===== src/rtl/inst_mem_responder_if.sv =====
// Instruction-fetch handshake between the CPU fetch path (master) and the
// instruction memory responder (slave).
//   readM      : fetch request, level, held until inputReady
//   address    : word address of the fetch
//   data       : fetched word, valid while inputReady=1
//   inputReady : one-cycle response strobe
//   busy       : request outstanding in the responder
interface inst_mem_responder_if #(
    parameter int WORD_SIZE = 16
);
    logic                 readM;
    logic [WORD_SIZE-1:0] address;
    logic [WORD_SIZE-1:0] data;
    logic                 inputReady;
    logic                 busy;

    modport master (output readM, address, input data, inputReady, busy);
    modport slave  (input readM, address, output data, inputReady, busy);
endinterface


===== src/rtl/inst_mem_responder.sv =====
// Memory-side responder for instruction fetch. Each accepted readM request
// is answered after LATENCY cycles with a one-cycle inputReady pulse and the
// word from an internal RAM that is preloaded through the load port.
//   clk, reset_n : clock (rising edge), async active-low reset
//   bus          : fetch handshake (readM/address in, data/inputReady/busy out)
//   load_en      : preload write enable (honoured only while idle)
//   load_addr    : preload word index
//   load_data    : preload word
//   req_count    : number of completed responses (wraps)
module inst_mem_responder #(
    parameter int WORD_SIZE = 16,
    parameter int ADDR_BITS = 8,
    parameter int LATENCY   = 2    // 1..15
) (
    input  logic                   clk,
    input  logic                   reset_n,
    inst_mem_responder_if.slave    bus,
    input  logic                   load_en,
    input  logic [ADDR_BITS-1:0]   load_addr,
    input  logic [WORD_SIZE-1:0]   load_data,
    output logic [WORD_SIZE-1:0]   req_count
);
    localparam int         DEPTH  = 1 << ADDR_BITS;
    localparam logic [3:0] LAT_M1 = 4'(LATENCY - 1);

    typedef enum logic [1:0] {IDLE, WAIT, RESP} state_t;

    state_t               state_q;
    logic [3:0]           cnt_q;
    logic [ADDR_BITS-1:0] idx_q;
    logic [WORD_SIZE-1:0] data_q;
    logic                 ready_q;
    logic                 busy_q;
    logic [WORD_SIZE-1:0] count_q;

    logic [WORD_SIZE-1:0] mem_q [DEPTH];

    logic [ADDR_BITS-1:0] req_idx;
    logic                 accept;
    logic                 do_load;
    logic                 unused_addr_hi;

    // Upper address bits are dropped: fetches wrap modulo the RAM depth.
    assign req_idx        = bus.address[ADDR_BITS-1:0];
    assign unused_addr_hi = ^bus.address[WORD_SIZE-1:ADDR_BITS];

    // A load in IDLE takes priority; a held readM is then taken next cycle.
    assign do_load = (state_q == IDLE) && load_en;
    assign accept  = (state_q == IDLE) && bus.readM && !load_en;

    // RAM keeps its contents across reset. Loads only happen in IDLE, so a
    // fetch in flight can never see its own index rewritten.
    always_ff @(posedge clk) begin
        if (do_load) mem_q[load_addr] <= load_data;
    end

    always_ff @(posedge clk or negedge reset_n) begin
        if (!reset_n) begin
            state_q <= IDLE;
            cnt_q   <= '0;
            idx_q   <= '0;
            data_q  <= '0;
            ready_q <= 1'b0;
            busy_q  <= 1'b0;
            count_q <= '0;
        end else begin
            case (state_q)
                IDLE: begin
                    ready_q <= 1'b0;
                    if (accept) begin
                        idx_q  <= req_idx;
                        cnt_q  <= LAT_M1;
                        busy_q <= 1'b1;
                        if (LATENCY == 1) begin
                            // No wait phase: respond in the very next cycle.
                            state_q <= RESP;
                            ready_q <= 1'b1;
                            data_q  <= mem_q[req_idx];
                        end else begin
                            state_q <= WAIT;
                        end
                    end
                end
                WAIT: begin
                    cnt_q <= cnt_q - 4'd1;
                    // cnt_q==1 here means the next cycle is cycle t0+LATENCY.
                    if (cnt_q == 4'd1) begin
                        state_q <= RESP;
                        ready_q <= 1'b1;
                        data_q  <= mem_q[idx_q];
                    end
                end
                RESP: begin
                    state_q <= IDLE;
                    ready_q <= 1'b0;
                    busy_q  <= 1'b0;
                    count_q <= count_q + 1'b1;
                end
                default: begin
                    state_q <= IDLE;
                    ready_q <= 1'b0;
                    busy_q  <= 1'b0;
                end
            endcase
        end
    end

    assign bus.data       = data_q;
    assign bus.inputReady = ready_q;
    assign bus.busy       = busy_q;
    assign req_count      = count_q;
endmodule


===== src/flat_wrapper.sv =====
// flat-port wrapper written by rule: the top's interface ports become plain ports
module inst_mem_responder_flat 
#(
    parameter int WORD_SIZE = 16,
    parameter int ADDR_BITS = 8,
    parameter int LATENCY   = 2            
)
  (clk, reset_n, load_en, load_addr, load_data, req_count, bus_readM, bus_address, bus_data, bus_inputReady, bus_busy);
  inst_mem_responder_if #(.WORD_SIZE(WORD_SIZE)) bus_i ();
  input  logic clk;
  input  logic reset_n;
  input  logic load_en;
  input  logic [ADDR_BITS-1:0] load_addr;
  input  logic [WORD_SIZE-1:0] load_data;
  output logic [WORD_SIZE-1:0] req_count;
  input wire logic [$bits(bus_i.readM)-1:0] bus_readM;
  input wire logic [$bits(bus_i.address)-1:0] bus_address;
  output wire logic [$bits(bus_i.data)-1:0] bus_data;
  output wire logic [$bits(bus_i.inputReady)-1:0] bus_inputReady;
  output wire logic [$bits(bus_i.busy)-1:0] bus_busy;
  assign bus_i.readM = bus_readM;
  assign bus_i.address = bus_address;
  assign bus_data = bus_i.data;
  assign bus_inputReady = bus_i.inputReady;
  assign bus_busy = bus_i.busy;
  inst_mem_responder #(.WORD_SIZE(WORD_SIZE), .ADDR_BITS(ADDR_BITS), .LATENCY(LATENCY)) u_core (.clk(clk), .reset_n(reset_n), .bus(bus_i), .load_en(load_en), .load_addr(load_addr), .load_data(load_data), .req_count(req_count));
endmodule

===== config.mk =====
export PLATFORM = sky130hd
export DESIGN_NAME = inst_mem_responder_flat
export DESIGN_NICKNAME = d
export VERILOG_FILES = /design/src/rtl/inst_mem_responder_if.sv /design/src/rtl/inst_mem_responder.sv /design/src/flat_wrapper.sv
export SDC_FILE = /design/constraint.sdc
export NUM_CORES = 2
export LEC_CHECK = 0
export CORE_ASPECT_RATIO = 0.7
export CORE_MARGIN = 1.5
export CORE_UTILIZATION = 50
export CTS_CLUSTER_DIAMETER = 50
export DETAILED_ROUTE_END_ITERATION = 8
export GPL_ROUTABILITY_DRIVEN = 0
export PLACE_DENSITY_LB_ADDON = 0.15
export SLEW_MARGIN = 20
export SYNTH_ARGS = -nofsm -noshare
export SYNTH_HDL_FRONTEND = slang
export SYNTH_SLANG_ARGS = --single-unit

===== constraint.sdc =====
create_clock -name clk -period 3.57 [get_ports clk]
set_input_delay 0.8925 -clock clk [delete_from_list [all_inputs] [get_ports clk]]
set_output_delay 0.8925 -clock clk [all_outputs]
set_load 0.01 [all_outputs]

==> results.cfg <==
[grt]
grt_overflow = 0
grt_pass1_vias = 80905
grt_max_degree = 111
grt_first_pass_wirelength_um = 626000
antenna_found_initial = 25
track_usage_pct = 27.6

[place]
placed_area_sq_um = 174000
dp_hpwl_um = 285000
io_buffers = 69

[critical_path]
crit_buf_inv = 2
cp_cell_sequence = buf_12 > buf_12 > mux4_2 > a221o_1 > a21oi_1 > a21oi_1 > nand4_1 > o31a_1 > o21ai_0
crit_arrival_ns = 4.39
max_stage_delay_ns = 0.64
start_kind = flip-flop
crit_start = u_core.idx_q[1]
path_class = flip-flop to flip-flop
r2r_setup_slack_ns = -0.04
crit_path_max_fanout = 37
worst_setup_path_end_kind = flip-flop
cp_slowest_cell = dfrtp_4
r2r_start = u_core.idx_q[1]
critPathTopFamily = compound AO/OA/AOI/OAI gates
worst_ep_required_time_ns = 4.35

[floorplan]
fp.dieW_um = 678
fp-row-count = 173
pin_count = 78
fp.dieH_um = 476
die-area_sq_um = 323000
start_util_pct = 50.3
coreArea_sq_um = 318000

[cells_and_area]
syn_to_final_growth_pct = 16.9
fillers = 22847
nets = 8628
drive_gt1_share_pct = 26.2
final_core_util_pct = 58.8
design_area_sq_um = 187000

[route]
ant_nets = 0
drt_pass1_iterations = 6
drt-total-wl_um = 450000
wl_per_cell_um = 34.3
drc = 0
avgViaCountPerCell = 6.36
via_count = 83291
drt_iter0_drc = 12233

[sta]
fin_crit_ns = 3.61
clock.fmax_ghz = 0.277
slew-limit-headroom_pct = 15.8
tightest_slew_ns = 1.26
period_share_pct = 101
setup_slack_ns = -0.0444
slew_viol_final = 0
finalSetupViolCount = 1
rsz0062_at_grt = no
final_hold_viol_count = 0
clock_skew_ns = 0.0585
holdWs_ns = 0.0755

[run_status]
violations = setup timing
status = finished, violations left

[yosys]
ys_ff_latch = 4144
netlist_top_cells_area = edfxtp_1 77%, mux4_2 10%, mux2i_1 4.1%
post_synth_instance_area_sq_um = 160000
yosys-top-cells-count = 4096 x edfxtp_1, 728 x mux4_2, 649 x mux2i_1
synth_ff_type = edfxtp_1
synth_fp_nets = 7676
ys_seq_area_share_pct = 77.8
synth_most_common_cell = edfxtp_1
ys_types = 74
synth_warnings = 0
syn_inst = 7629
avgSynthCellArea_sq_um = 20.9
synth_top_area_share_pct = 77.0
synth_edf_count = 4096
async_flop_share_pct = 1.16
synth_top_area_cell = edfxtp_1

[clocking]
cts_tree = built
cts_buffers = 393
clockBufferDepth = 4
clock-sinks = 4144
cts-htree-levels = 5
cts_root_buffer = clkbuf_16
clk_latency_ns = 0.93
ctsHoldBuffers = 0
cts.clk_slew.worst_paths_ns = 0.06

[min_path]
min_path_type = primary input to asynchronous set/reset pin

[power_and_ir_drop]
cellPowerDensity_nw_per_um2 = 711
leakage_nw = 59.4
vdd_drop_max_mv = 0.561

[run]
drv_cap = 0
==> through the flow <==
stage	std cells	TNS, ns	setup slack (ns)	total power [mW]
floorplan	7629	0	0.321	76.4
global placement	12375	-1.10	-0.467	92.6
detailed placement	12375	-1.24	-0.480	92.7
CTS	13080	-0.0211	-0.0211	133
global route	13095	0	0.0109	137
finish	13104	-0.0444	-0.0444	133
==> power by group <==
group	switching, mW	internal, mW
Clock	17.8	22.4
Combinational	22.9	15.4
Sequential	0.495	53.7
Total	41.2	91.6
==> state kept, by name, indices dropped and copies added (netlist names) <==
signal                 flops
u_core.cnt_q               4
u_core.bus.busy            1
u_core.state_q             2
u_core.req_count          16
u_core.mem_q            4096
u_core.bus.inputReady      1
u_core.bus.data           16
u_core.idx_q               8
==> worst paths after layout <==
| check | endpoint | cells past startpoint |
|---|---|---|
| setup / recovery | u_core.bus.data[9] | 9 |
| hold / removal | u_core.req_count[12] | 1 |
| setup reg to reg | u_core.bus.data[9] | 9 |
| hold reg to reg | u_core.req_count[15] | 1 |
| max in group asynchronous | u_core.idx_q[0] | 1 |
| min in group clk | u_core.mem_q[103][8] | 1 |
==> cells by family (layout without fill, tap and decap cells) <==
| logic type | after synthesis | in the layout | share of synthesized area [%] |
|---|---|---|---|
| other cells | 0 | 13 | 0 |
| flops | 4144 | 4144 | 77.8 |
| mux | 1390 | 1390 | 14.5 |
| xor+xnor | 16 | 16 | 0.0878 |
| simple gates | 735 | 735 | 2.07 |
| buf+inv | 467 | 1729 | 1.81 |
| fa+ha+maj | 3 | 3 | 0.0235 |
| compound gates | 874 | 874 | 3.73 |
==> timing repair <==
action / CTS / global route
pin swaps: 1 / 3
buffers inserted: 0 / 9
gates resized for setup: 18 / 33
endpoints found under the setup margin: 7 / 12
gates cloned: 0 / 2
==> worst register-to-register path, stage by stage, from the launching register on <==
cell	delay, ns
dfrtp_4	0.64
buf_12	0.30
buf_12	0.39
mux4_2	0.38
a221o_1	0.35
a21oi_1	0.43
a21oi_1	0.23
nand4_1	0.27
o31a_1	0.35
o21ai_0	0.14
==> metal layers <==
layer | track usage (%) | routed length (um) | vias to the layer above
met4 | 6.05 | 9940 | 10
li1 | - | - | 33967
met3 | 7.62 | 52500 | 519
met1 | 42.4 | 192000 | 44456
met5 | 0 | 84 | -
met2 | 39.8 | 195000 | 4339
==> layout make-up <==
cell class              count  area, sq um  area share (%)
clock inverters           192         1570           0.839
multi-input cells        3018        32900            17.6
inverters                  10         45.0          0.0241
clock buffers             513        10600            5.67
diodes                     13         32.5          0.0174
repair buffers           1014        12000            6.44
well taps                4200         5260            2.82
flip-flops and latches   4144       124000            66.5
==> cell usage in the layout (no fill, tap or decap), types with 16 or more instances in the layout <==
cell                n
edfxtp_1         4096
o221ai_1          116
nand2_1           199
dfrtp_1            44
nor2_1            248
nor3_1             40
a221oi_1           26
clkdlybuf4s50_1    52
o22ai_1           211
nor2_2             35
nor4_1             27
a211oi_1           78
o21ai_0           115
clkinv_2           56
a21oi_1           120
buf_12            324
bufinv_16          21
nand4_1            39
buf_8              16
a22oi_1            79
clkinv_1           74
a2111oi_0          21
nand3_1            57
mux2i_1           649
clkbuf_16         405
buf_4             612
mux4_2            728
clkbuf_1          101
No activity file was read; power rests on OpenSTA's default activity.
